==> src/rtl/hazard_ctrl_pkg.sv <==
// Shared definitions for the pipeline hazard controller.
//   md_state_e : encodings of the multiply/divide sequencer states
//   CNT_W      : width of the multiply/divide busy-cycle counter
package hazard_ctrl_pkg;

  localparam int CNT_W = 6;

  typedef enum logic [1:0] {
    MD_IDLE = 2'b00,
    MD_BUSY = 2'b01,
    MD_DONE = 2'b10
  } md_state_e;

endpackage

==> src/rtl/hazard_ctrl_md_sequencer.sv <==
// Multiply/divide unit sequencer: IDLE -> BUSY (N cycles) -> DONE (1 cycle).
// Ports:
//   clk_i, rst_n_i : clock, asynchronous active-low reset
//   start_i        : a mult/div is in EX this cycle (ignored while BUSY)
//   div_i          : qualifies start_i, 1 = divide, 0 = multiply
//   busy_o         : unit is in BUSY
//   done_o         : one-cycle strobe in DONE, HI/LO written this cycle
//   state_o        : current FSM state, for observation
module hazard_ctrl_md_sequencer
  import hazard_ctrl_pkg::*;
#(
  parameter int MUL_CYCLES = 4,
  parameter int DIV_CYCLES = 32
) (
  input  logic      clk_i,
  input  logic      rst_n_i,
  input  logic      start_i,
  input  logic      div_i,
  output logic      busy_o,
  output logic      done_o,
  output md_state_e state_o
);

  // Counter holds the number of BUSY cycles still to go after this one.
  localparam logic [CNT_W-1:0] MUL_LOAD = CNT_W'(MUL_CYCLES - 1);
  localparam logic [CNT_W-1:0] DIV_LOAD = CNT_W'(DIV_CYCLES - 1);

  md_state_e        state_q, state_d;
  logic [CNT_W-1:0] cnt_q, cnt_d;

  always_ff @(posedge clk_i or negedge rst_n_i) begin
    if (!rst_n_i) begin
      state_q <= MD_IDLE;
      cnt_q   <= '0;
    end else begin
      state_q <= state_d;
      cnt_q   <= cnt_d;
    end
  end

  always_comb begin
    state_d = state_q;
    cnt_d   = cnt_q;
    case (state_q)
      // DONE accepts a new start directly, so back-to-back ops have no idle gap.
      MD_IDLE, MD_DONE: begin
        if (start_i) begin
          state_d = MD_BUSY;
          cnt_d   = div_i ? DIV_LOAD : MUL_LOAD;
        end else begin
          state_d = MD_IDLE;
        end
      end
      MD_BUSY: begin
        if (cnt_q != '0) begin
          cnt_d = cnt_q - CNT_W'(1);
        end else begin
          state_d = MD_DONE;
        end
      end
      default: begin
        state_d = MD_IDLE;
        cnt_d   = '0;
      end
    endcase
  end

  assign busy_o  = (state_q == MD_BUSY);
  assign done_o  = (state_q == MD_DONE);
  assign state_o = state_q;

endmodule

==> src/rtl/hazard_ctrl.sv <==
// Pipeline hazard controller at the ID/EX boundary of the five-stage core.
// Detects load-use hazards and accesses to a busy multiply/divide unit,
// stalls the front end, flushes IF/ID on taken branches, and counts stall
// cycles (saturating).
// Ports:
//   clk_i, rst_n_i       : clock, asynchronous active-low reset
//   id_rs_i, id_rt_i     : source registers of the ID instruction
//   id_use_rs_i/_rt_i    : ID instruction actually reads rs / rt
//   ex_memread_i, ex_rt_i: EX instruction is a load, and its destination
//   id_branch_taken_i    : branch in ID resolved taken
//   id_md_start_i        : ID instruction is mult/div
//   id_md_read_i         : ID instruction is mfhi/mflo
//   ex_md_start_i        : mult/div in EX this cycle, ex_md_div_i selects div
//   pc_write_o, ifid_write_o, ifid_flush_o, idex_bubble_o : pipeline controls
//   md_busy_o, md_done_o : multiply/divide unit status
//   stall_cnt_o          : saturating stall-cycle counter
module hazard_ctrl
  import hazard_ctrl_pkg::*;
#(
  parameter int MUL_CYCLES = 4,
  parameter int DIV_CYCLES = 32
) (
  input  logic        clk_i,
  input  logic        rst_n_i,
  input  logic [4:0]  id_rs_i,
  input  logic [4:0]  id_rt_i,
  input  logic        id_use_rs_i,
  input  logic        id_use_rt_i,
  input  logic        ex_memread_i,
  input  logic [4:0]  ex_rt_i,
  input  logic        id_branch_taken_i,
  input  logic        id_md_start_i,
  input  logic        id_md_read_i,
  input  logic        ex_md_start_i,
  input  logic        ex_md_div_i,
  output logic        pc_write_o,
  output logic        ifid_write_o,
  output logic        ifid_flush_o,
  output logic        idex_bubble_o,
  output logic        md_busy_o,
  output logic        md_done_o,
  output logic [15:0] stall_cnt_o
);

  md_state_e   md_state;
  logic        load_use;
  logic        md_stall;
  logic        stall;
  logic [15:0] stall_cnt_q, stall_cnt_d;

  hazard_ctrl_md_sequencer #(
    .MUL_CYCLES (MUL_CYCLES),
    .DIV_CYCLES (DIV_CYCLES)
  ) u_md_seq (
    .clk_i   (clk_i),
    .rst_n_i (rst_n_i),
    .start_i (ex_md_start_i),
    .div_i   (ex_md_div_i),
    .busy_o  (md_busy_o),
    .done_o  (md_done_o),
    .state_o (md_state)
  );

  always_comb begin
    // $zero is never a real dependency.
    load_use = ex_memread_i && (ex_rt_i != 5'd0) &&
               ((id_use_rs_i && (id_rs_i == ex_rt_i)) ||
                (id_use_rt_i && (id_rt_i == ex_rt_i)));
    // No stall in DONE: HI/LO land at the end of that cycle, in time for ID.
    md_stall = (id_md_start_i || id_md_read_i) &&
               ((md_state == MD_BUSY) || ex_md_start_i);
    stall    = load_use || md_stall;

    pc_write_o    = !stall;
    ifid_write_o  = !stall;
    idex_bubble_o = stall;
    // A stalled branch stays in ID and flushes once the stall clears.
    ifid_flush_o  = id_branch_taken_i && !stall;

    stall_cnt_d = stall_cnt_q;
    if (stall && (stall_cnt_q != 16'hFFFF)) begin
      stall_cnt_d = stall_cnt_q + 16'd1;
    end
  end

  always_ff @(posedge clk_i or negedge rst_n_i) begin
    if (!rst_n_i) begin
      stall_cnt_q <= '0;
    end else begin
      stall_cnt_q <= stall_cnt_d;
    end
  end

  assign stall_cnt_o = stall_cnt_q;

endmodule

==> config.mk <==
export PLATFORM = sky130hd
export DESIGN_NAME = hazard_ctrl
export DESIGN_NICKNAME = d
export VERILOG_FILES = /design/src/rtl/hazard_ctrl_pkg.sv /design/src/rtl/hazard_ctrl_md_sequencer.sv /design/src/rtl/hazard_ctrl.sv
export SDC_FILE = /design/constraint.sdc
export NUM_CORES = 1
export LEC_CHECK = 0
export CORE_ASPECT_RATIO = 1.2
export CORE_MARGIN = 3
export CORE_UTILIZATION = 45
export CTS_CLUSTER_DIAMETER = 150
export DETAILED_ROUTE_END_ITERATION = 6
export PLACE_DENSITY = 0.79
export SYNTH_ARGS = -nofsm -noshare
export SYNTH_HDL_FRONTEND = slang
export SYNTH_SLANG_ARGS = --single-unit
==> constraint.sdc <==
create_clock -name clk_i -period 2.15 [get_ports clk_i]
set_input_delay 0.215 -clock clk_i [delete_from_list [all_inputs] [get_ports clk_i]]
set_output_delay 0.215 -clock clk_i [all_outputs]
set_load 0.005 [all_outputs]
==> results.rst, run 1 <==
.. list-table::
   :header-rows: 1

   * - Metric
     - Value
   * - Result of the run
     - complete, no violations
   * - Unique cell type count in the Yosys netlist
     - 39
   * - DIE HEIGHT
     - 67.4 um
   * - Most frequent standard cell in the layout excluding fill and tap cells
     - sky130_fd_sc_hd__clkdlybuf4s50_1
   * - Initial cell density of the core
     - 48.9%
   * - Portion of synthesized cell area occupied by the leading cell type
     - 42.5%
   * - Flip-flop cell with the highest count after synthesis
     - sky130_fd_sc_hd__dfrtp_1
   * - Post-detailed-route via-to-cell ratio
     - 5.56
   * - Max cap viols
     - 0
   * - Final period util
     - 95.4%
   * - RSZ-0062 raised after global routing
     - false
   * - Most common cell type on the critical path
     - sky130_fd_sc_hd__buf_4
   * - Beginning of the worst register-to-register path
     - stall_cnt_o[0]$_DFFE_PN0P_
   * - Worst IR drop on VDD
     - 0.000705 V
   * - Via count of the first global-routing pass
     - 1454
   * - Relative max-transition margin
     - 70.8%
   * - Crit path arrival time
     - 1.84 ns
   * - Post-Route Setup TNS
     - 0 ns
   * - Floorplan die area
     - 3850 sq um
   * - Critical Path Sink
     - idex_bubble_o
   * - Dpl cell area
     - 1960 sq um
   * - Gate count of the mapped netlist
     - 150
   * - Sequential share of the synthesized area
     - 42.5%
   * - Routed WL per cell
     - 15.0 um
   * - CTS root buf
     - sky130_fd_sc_hd__clkbuf_4
   * - Number of synthesized flops with an enable pin
     - 0
   * - Start-to-end type of the worst setup path
     - in -> out
   * - Number of diodes
     - 0
   * - Sequential cell area
     - 601 sq um
   * - First-pass GRT wire length
     - 6350 um
   * - Slack of the worst reg-to-reg path
     - 0.14 ns
   * - Final worst-path setup slack
     - 0.0996 ns
   * - Cells along the critical path
     - clkdlybuf4s50_1, xor2_1, nor4_2, a32oi_1, o21ai_1, buf_4, buf_4, buf_4, clkbuf_2
   * - Synth async-reset ratio
     - 100%
   * - CTS buffer count
     - 3
   * - Startpoint types
     - input pin
   * - Maximum number of pins on one net before global-route repair
     - 25
   * - Worst hold path class
     - in -> async
   * - Syn-to-layout area delta
     - 45.1%
   * - Number of setup violations in the final report
     - 0
   * - Highest-count cells in the layout ignoring fill and taps
     - sky130_fd_sc_hd__clkdlybuf4s50_1 (35), sky130_fd_sc_hd__dfrtp_1 (24), sky130_fd_sc_hd__nor2_1 (20), sky130_fd_sc_hd__xor2_1 (15), sky130_fd_sc_hd__buf_4 (13)
   * - First drt pass iteration count
     - 4
   * - R2R Path End
     - stall_cnt_o[10]$_DFFE_PN0P_
   * - Global routing usage summed across all routing layers
     - 20.8%
   * - Clk slew on worst S/H paths
     - 0.14 ns
   * - Mapped Area
     - 1410 sq um
   * - Net count after synthesis
     - 177
   * - Timing-limited maximum frequency
     - 488 MHz
   * - Count of clock tree sinks
     - 24
   * - Global route overflow
     - 0
   * - Total number of yosys warnings
     - 0
   * - Cell type with the largest total area after synthesis
     - sky130_fd_sc_hd__dfrtp_1
   * - Worst-Margin Slew
     - 0.435 ns
   * - Leakage power total
     - 0.000883 uW
   * - Multi-input combinational cell area
     - 798 sq um
   * - Share of post-route cells with drive strength above 1
     - 17.3%
   * - Detailed placer's ending HPWL
     - 2810 um
   * - Filler instances
     - 226
   * - Number of H-tree branching levels
     - 1
   * - Post-route minimum period
     - 2.05 ns
   * - Critical Path Sink Type
     - primary output
   * - Final Routed Wirelength
     - 3630 um
   * - DRT iter0 DRCs
     - 50
   * - R2R depth
     - 8
   * - DRC violations left
     - 0
   * - Layout Skew
     - 0.00977 ns
   * - Antenna Violating Nets Remaining
     - 0
   * - Worst slack at placement
     - -0.302 ns
   * - Pins over their slew limit
     - 0
   * - Via total after detailed routing
     - 1346
   * - Port-buffer cells
     - 46
   * - Placeable Area
     - 2890 sq um
   * - Longest Clk Path Bufs
     - 2
   * - Peak fanout along the critical path
     - 2
   * - Data required time of the worst path
     - 1.93 ns
   * - Count of pins on the block boundary
     - 47
   * - Number of rows created at floorplan
     - 21
   * - Average size of a mapped cell
     - 9.42 sq um
   * - Worst setup path startpoint
     - id_rt_i[2]
   * - Insertion delay to the later sink of the worst-skew pair
     - 0.31 ns
   * - Peak per-stage delay on the critical path
     - 0.41 ns
   * - Antenna violations before repair
     - 0
   * - Placed Cells incl. Taps
     - 236
   * - Power density over cell area
     - 915 nW/um^2
   * - CTS tree
     - done
   * - Final hold violations
     - 0
   * - Routability congestion estimate from global placement
     - 0.860
   * - Die outline width
     - 57.1 um
   * - Number of hold-repair buffers added at the cts stage
     - 0
   * - Fin cells
     - 242
   * - Number of flip-flops and latches in the synthesized netlist
     - 24
   * - Post-layout instance area
     - 2050 sq um
   * - NumNets Final
     - 236
   * - Top cells by area in the synthesized netlist
     - sky130_fd_sc_hd__dfrtp_1 (43%), sky130_fd_sc_hd__xor2_1 (9.9%), sky130_fd_sc_hd__nor2_1 (5.3%), sky130_fd_sc_hd__a21oi_1 (3.2%), sky130_fd_sc_hd__o21ai_0 (3.2%)
   * - Slowest cell on crit path
     - sky130_fd_sc_hd__clkdlybuf4s50_1
through the flow:
step                      util [%]  total power, uW  hold slack [ns]
after floorplan                  -             1210          -0.0806
after global placement        67.9             1580            0.493
after detailed placement      67.9             1620            0.487
after CTS                     70.3             1870            0.251
after global routing          70.9             2020            0.269
final                         70.9             1880            0.242
Yosys cell counts, types with 2 or more instances:
cell,number
sky130_fd_sc_hd__nor2b_1,2
sky130_fd_sc_hd__a21o_1,2
sky130_fd_sc_hd__nor4_1,3
sky130_fd_sc_hd__a21oi_1,9
sky130_fd_sc_hd__nor2_1,20
sky130_fd_sc_hd__nor3b_1,2
sky130_fd_sc_hd__a41oi_1,2
sky130_fd_sc_hd__nor3_1,3
sky130_fd_sc_hd__xnor2_1,5
sky130_fd_sc_hd__o21ai_0,9
sky130_fd_sc_hd__ha_1,2
sky130_fd_sc_hd__o22ai_1,3
sky130_fd_sc_hd__dfrtp_1,24
sky130_fd_sc_hd__nand3_1,5
sky130_fd_sc_hd__nor3_2,2
sky130_fd_sc_hd__inv_1,7
sky130_fd_sc_hd__or4_1,2
sky130_fd_sc_hd__buf_4,2
sky130_fd_sc_hd__xor2_1,16
sky130_fd_sc_hd__nand4_1,5
sky130_fd_sc_hd__or2_2,3
sky130_fd_sc_hd__nand2b_1,3
sky130_fd_sc_hd__nand2_1,3
state kept, by name, summed over array words and instances (netlist names):
name,cells
stall_cnt_o,16
u_md_seq.cnt_q,6
u_md_seq.state_o,2
area by class of cell:
class                           instances  share of cell area, %
Multi-Input combinational cell        114                   38.9
Sequential cell                        24                   29.3
Timing Repair Buffer                   59                   26.6
Tap cell                               34                   2.08
Clock buffer                            4                   1.77
Inverter                                7                   1.28
report_power, final:
| group | internal (uW) | total (uW) | leakage, uW | switching [uW] |
|---|---|---|---|---|
| Sequential | 592 | 744 | 0.000300 | 152 |
| Combinational | 492 | 892 | 0.000562 | 400 |
| Clock | 103 | 240 | 0.0000210 | 137 |
how the worst min path moves through the flow:
stage | start | endpoint | slack, ns | depth (start not counted)
after floorplan | rst_n_i | stall_cnt_o[0]$_DFFE_PN0P_ | -0.08 | 0
after global placement | stall_cnt_o[7]$_DFFE_PN0P_ | stall_cnt_o[7]$_DFFE_PN0P_ | 0.49 | 1
after detailed placement | stall_cnt_o[7]$_DFFE_PN0P_ | stall_cnt_o[7]$_DFFE_PN0P_ | 0.49 | 1
after CTS | rst_n_i | stall_cnt_o[9]$_DFFE_PN0P_ | 0.25 | 2
after global routing | rst_n_i | stall_cnt_o[1]$_DFFE_PN0P_ | 0.27 | 2
final | rst_n_i | stall_cnt_o[8]$_DFFE_PN0P_ | 0.24 | 2
kinds of logic after synthesis:
family / share of synthesized area, %
buf+inv: 4.34
compound gates: 13.8
simple gates: 23.7
mux: 0.797
flops: 42.5
xor+xnor: 13.0
fa+ha+maj: 1.77
worst max-delay path: cells and delay by family:
| kind | cells | cell delay (ns) |
|---|---|---|
| buffers and inverters | 5 | 0.84 |
| AO/OA/AOI/OAI | 2 | 0.37 |
| AND/OR/NAND/NOR | 1 | 0.26 |
| XOR/XNOR | 1 | 0.16 |
what timing repair did:
action | in CTS | in global routing
endpoints found under the setup margin | 4 | 8
buffers inserted | 3 | 0
gates cloned | 0 | 0
pin swaps | 4 | 4
gates resized for setup | 13 | 11
layer usage:
layer | routed length, um | vias to the layer above | global-route usage [%]
met1 | 1360 | 639 | 23.6
met2 | 1980 | 60 | 39.4
met4 | 65 | 0 | 6.38
met3 | 232 | 6 | 3.82
li1 | - | 641 | -
met5 | 0 | - | 0
No activity file was read; power rests on OpenSTA's default activity.
==> run 2: changes to the inputs <==
- CORE_UTILIZATION: 45 -> 47
- PLACE_DENSITY: 0.79 -> 0.8
- SYNTH_HIERARCHICAL: unset -> 1
==> run 2 against run 1 <==
Against the previous run:
- register-to-register slack improved by 0.14 ns
- critical path type unchanged
- via count increased by 3.4%
- sequential power increased by 11%
- final cell count increased by 2.5%
- die area increased by 4.8%
- power increased by 13%
- non-clock buffer count increased by 2
- flip-flop and latch count unchanged
- first-iteration DRC count decreased by 30%
- critical path depth decreased by 1
==> results.rst, run 2 <==
.. list-table::
   :header-rows: 1

   * - Metric
     - Value
   * - Result of the run
     - complete, no violations
   * - Start-to-end type of the worst setup path
     - in -> out
   * - Worst IR drop on VDD
     - 0.000831 V (+18%)
   * - DRC violations left
     - 0 (unchanged)
   * - Initial cell density of the core
     - 50.0% (+1.1 points)
   * - First-pass GRT wire length
     - 6540 um (+3.0%)
   * - Antenna Violating Nets Remaining
     - 0 (unchanged)
   * - Insertion delay to the later sink of the worst-skew pair
     - 0.31 ns (about the same)
   * - Via count of the first global-routing pass
     - 1398 (-3.9%)
   * - Layout Skew
     - 0.00574 ns (-0.00403 ns)
   * - Timing-limited maximum frequency
     - 483 MHz (-0.93%)
   * - Crit path arrival time
     - 1.85 ns (about the same)
   * - RSZ-0062 raised after global routing
     - false
   * - Global route overflow
     - 0 (unchanged)
   * - Floorplan die area
     - 4040 sq um (+4.8%)
   * - CTS root buf
     - sky130_fd_sc_hd__clkbuf_4
   * - Final hold violations
     - 0 (unchanged)
   * - Maximum number of pins on one net before global-route repair
     - 25 (unchanged)
   * - Most frequent standard cell in the layout excluding fill and tap cells
     - sky130_fd_sc_hd__clkdlybuf4s50_1
   * - DIE HEIGHT
     - 69.0 um (+2.4%)
   * - Unique cell type count in the Yosys netlist
     - 52 (+33%)
   * - Highest-count cells in the layout ignoring fill and taps
     - sky130_fd_sc_hd__clkdlybuf4s50_1 (35), sky130_fd_sc_hd__dfrtp_1 (24), sky130_fd_sc_hd__xor2_1 (15), sky130_fd_sc_hd__buf_4 (15)
   * - Largest register FFs
     - 16 (unchanged)
   * - Sequential share of the synthesized area
     - 38.6% (-3.9 points)
   * - Final period util
     - 96.3% (+0.90 points)
   * - Final Routed Wirelength
     - 4050 um (+12%)
   * - R2R depth
     - 6 (-2)
   * - Data required time of the worst path
     - 1.93 ns (about the same)
   * - Net count after synthesis
     - 182 (+2.8%)
   * - Mapped Area
     - 1550 sq um (+10%)
   * - Startpoint types
     - input pin
   * - Number of diodes
     - 0 (unchanged)
   * - Count of clock tree sinks
     - 24 (unchanged)
   * - First drt pass iteration count
     - 4 (unchanged)
   * - Max cap viols
     - 0 (unchanged)
   * - Synth async-reset ratio
     - 100% (unchanged)
   * - Die outline width
     - 58.5 um (+2.4%)
   * - Global routing usage summed across all routing layers
     - 21.1% (+0.30 points)
   * - Top cells by count, synth
     - sky130_fd_sc_hd__dfrtp_1 (24), sky130_fd_sc_hd__xor2_1 (17), sky130_fd_sc_hd__nand2_1 (9), sky130_fd_sc_hd__nand3_1 (9), sky130_fd_sc_hd__nor2_1 (8)
   * - Average size of a mapped cell
     - 10.1 sq um (+7.2%)
   * - Count of pins on the block boundary
     - 47 (unchanged)
   * - Cell type with the largest total area after synthesis
     - sky130_fd_sc_hd__dfrtp_1
   * - Longest Clk Path Bufs
     - 2 (unchanged)
   * - Gate count of the mapped netlist
     - 154 (+2.7%)
   * - Worst hold path class
     - in -> async
   * - Antenna violations before repair
     - 0 (unchanged)
   * - Routed WL per cell
     - 16.3 um (+8.8%)
   * - Pins over their slew limit
     - 0 (unchanged)
   * - Share of post-route cells with drive strength above 1
     - 22.2% (+4.9 points)
   * - DRT iter0 DRCs
     - 35 (-30%)
   * - Portion of synthesized cell area occupied by the leading cell type
     - 38.6% (-3.9 points)
   * - CTS tree
     - done
   * - Slack of the worst reg-to-reg path
     - 0.28 ns (+0.14 ns)
   * - Worst-Margin Slew
     - 0.525 ns (+0.0902 ns)
   * - Flip-flop cell with the highest count after synthesis
     - sky130_fd_sc_hd__dfrtp_1
   * - Peak fanout along the critical path
     - 6 (+4)
   * - Detailed placer's ending HPWL
     - 2940 um (+4.7%)
   * - Post-route minimum period
     - 2.07 ns (+0.0193 ns)
   * - Leakage power total
     - 0.000951 uW (+7.7%)
   * - Number of synthesized flops with an enable pin
     - 0 (unchanged)
   * - Worst slack on hold paths
     - 0.245 ns (+0.00306 ns)
   * - Number of rows created at floorplan
     - 22 (+4.8%)
   * - Number of setup violations in the final report
     - 0 (unchanged)
   * - Number of flip-flops and latches in the synthesized netlist
     - 24 (unchanged)
   * - CTS buffer count
     - 3 (unchanged)
   * - Post-layout instance area
     - 2180 sq um (+6.5%)
   * - Clk slew on worst S/H paths
     - 0.14 ns (about the same)
   * - Relative max-transition margin
     - 64.7% (-6.1 points)
   * - Dpl cell area
     - 2090 sq um (+6.6%)
   * - Port-buffer cells
     - 46 (unchanged)
   * - Top cells by area in the synthesized netlist
     - sky130_fd_sc_hd__dfrtp_1 (39%), sky130_fd_sc_hd__xor2_1 (9.6%), sky130_fd_sc_hd__nor3_2 (4.5%), sky130_fd_sc_hd__nand3_1 (2.9%), sky130_fd_sc_hd__xnor2_1 (2.8%)
   * - Syn-to-layout area delta
     - 40.4%
   * - Via total after detailed routing
     - 1392 (+3.4%)
   * - Placeable Area
     - 3110 sq um (+7.6%)
   * - Power density over cell area
     - 968 nW/um^2 (+5.8%)
   * - Number of H-tree branching levels
     - 1 (unchanged)
   * - Cell with the most instances after synthesis
     - sky130_fd_sc_hd__dfrtp_1
   * - Critical Path Sink Type
     - primary output
   * - Post-detailed-route via-to-cell ratio
     - 5.61 (+0.92%)
   * - NumNets Final
     - 241 (+2.1%)
   * - Total number of yosys warnings
     - 6 (+6)
   * - Routability congestion estimate from global placement
     - 0.887 (+3.1%)
-- run 2: cell families (layout without fill, tap and decap cells) --
kind of cell    after synthesis  in the layout  share of synthesized area (%)
mux                           6              6                           4.11
fa+ha+maj                     3              3                           2.42
xor+xnor                     22             22                           12.4
simple gates                 66             66                           27.5
compound gates               20             20                           10.2
flops                        24             24                           38.6
buf+inv                      13             71                           4.67
-- run 2: final timing paths --
check / startpoint / to
worst max-delay path: id_rt_i[2] / idex_bubble_o
min in group clk_i: stall_cnt_o[4]$_DFFE_PN0P_ / stall_cnt_o[4]$_DFFE_PN0P_
worst max register to register: stall_cnt_o[2]$_DFFE_PN0P_ / stall_cnt_o[1]$_DFFE_PN0P_
worst min register to register: stall_cnt_o[4]$_DFFE_PN0P_ / stall_cnt_o[4]$_DFFE_PN0P_
worst min-delay path: rst_n_i / u_md_seq/cnt_q[2]$_DFFE_PN0P_
max in group asynchronous: rst_n_i / stall_cnt_o[11]$_DFFE_PN0P_
-- run 2: worst max-delay path, stage by stage --
cell                              delay, ns
sky130_fd_sc_hd__clkdlybuf4s50_1       0.41
sky130_fd_sc_hd__xor2_1                0.16
sky130_fd_sc_hd__nor4_2                0.27
sky130_fd_sc_hd__a32oi_1               0.15
sky130_fd_sc_hd__o21a_4                0.24
sky130_fd_sc_hd__buf_4                 0.14
sky130_fd_sc_hd__inv_2                 0.05
sky130_fd_sc_hd__dlygate4sd2_1         0.22
-- run 2: metrics by stage --
stage | TNS (ns) | setup slack [ns] | total power (uW) | instances | util [%]
after detailed placement | -1.79 | -0.331 | 1850 | 240 | 67.3
after floorplan | 0 | 0.429 | 1390 | 154 | -
after global placement | -1.06 | -0.262 | 1790 | 240 | 67.3
after global routing | 0 | 0.00821 | 2270 | 248 | 70.2
after CTS | -0.0227 | -0.0227 | 2110 | 247 | 69.3
final | 0 | 0.0803 | 2110 | 248 | 70.2
-- run 2: what timing repair did --
action | CTS | global route
endpoints found under the hold margin | 0 | 0
resized for setup | 12 | 8
buffers inserted | 3 | 1
hold buffers | 0 | 0
pin swaps | 3 | 3
endpoints found under the setup margin | 4 | 4
-- run 2: per-layer routing --
metal | global-route usage, % | vias up | part of all wire, % | wire, um
met3 | 4.10 | 6 | 6.1 | 247
met4 | 7.54 | 0 | 1.1 | 46
met1 | 24.7 | 672 | 41 | 1670
met5 | 0 | - | 0 | 0
met2 | 38.3 | 50 | 51 | 2090
li1 | - | 664 | - | -
-- run 2: cell type report --
type	instances	area (sq um)
Inverter	6	22.5
Tap cell	36	45.0
Multi-Input combinational cell	117	910
Timing Repair Buffer	61	568
Sequential cell	24	601
Clock buffer	4	36.3
Fill cell	252	928
-- run 2: power by group --
part	total [uW]	switching [uW]	internal, uW	leakage, uW
clock	239	136	103	0.0000210
sequential	829	218	611	0.000297
combinational	1040	465	580	0.000633
total	2110	818	1290	0.000951
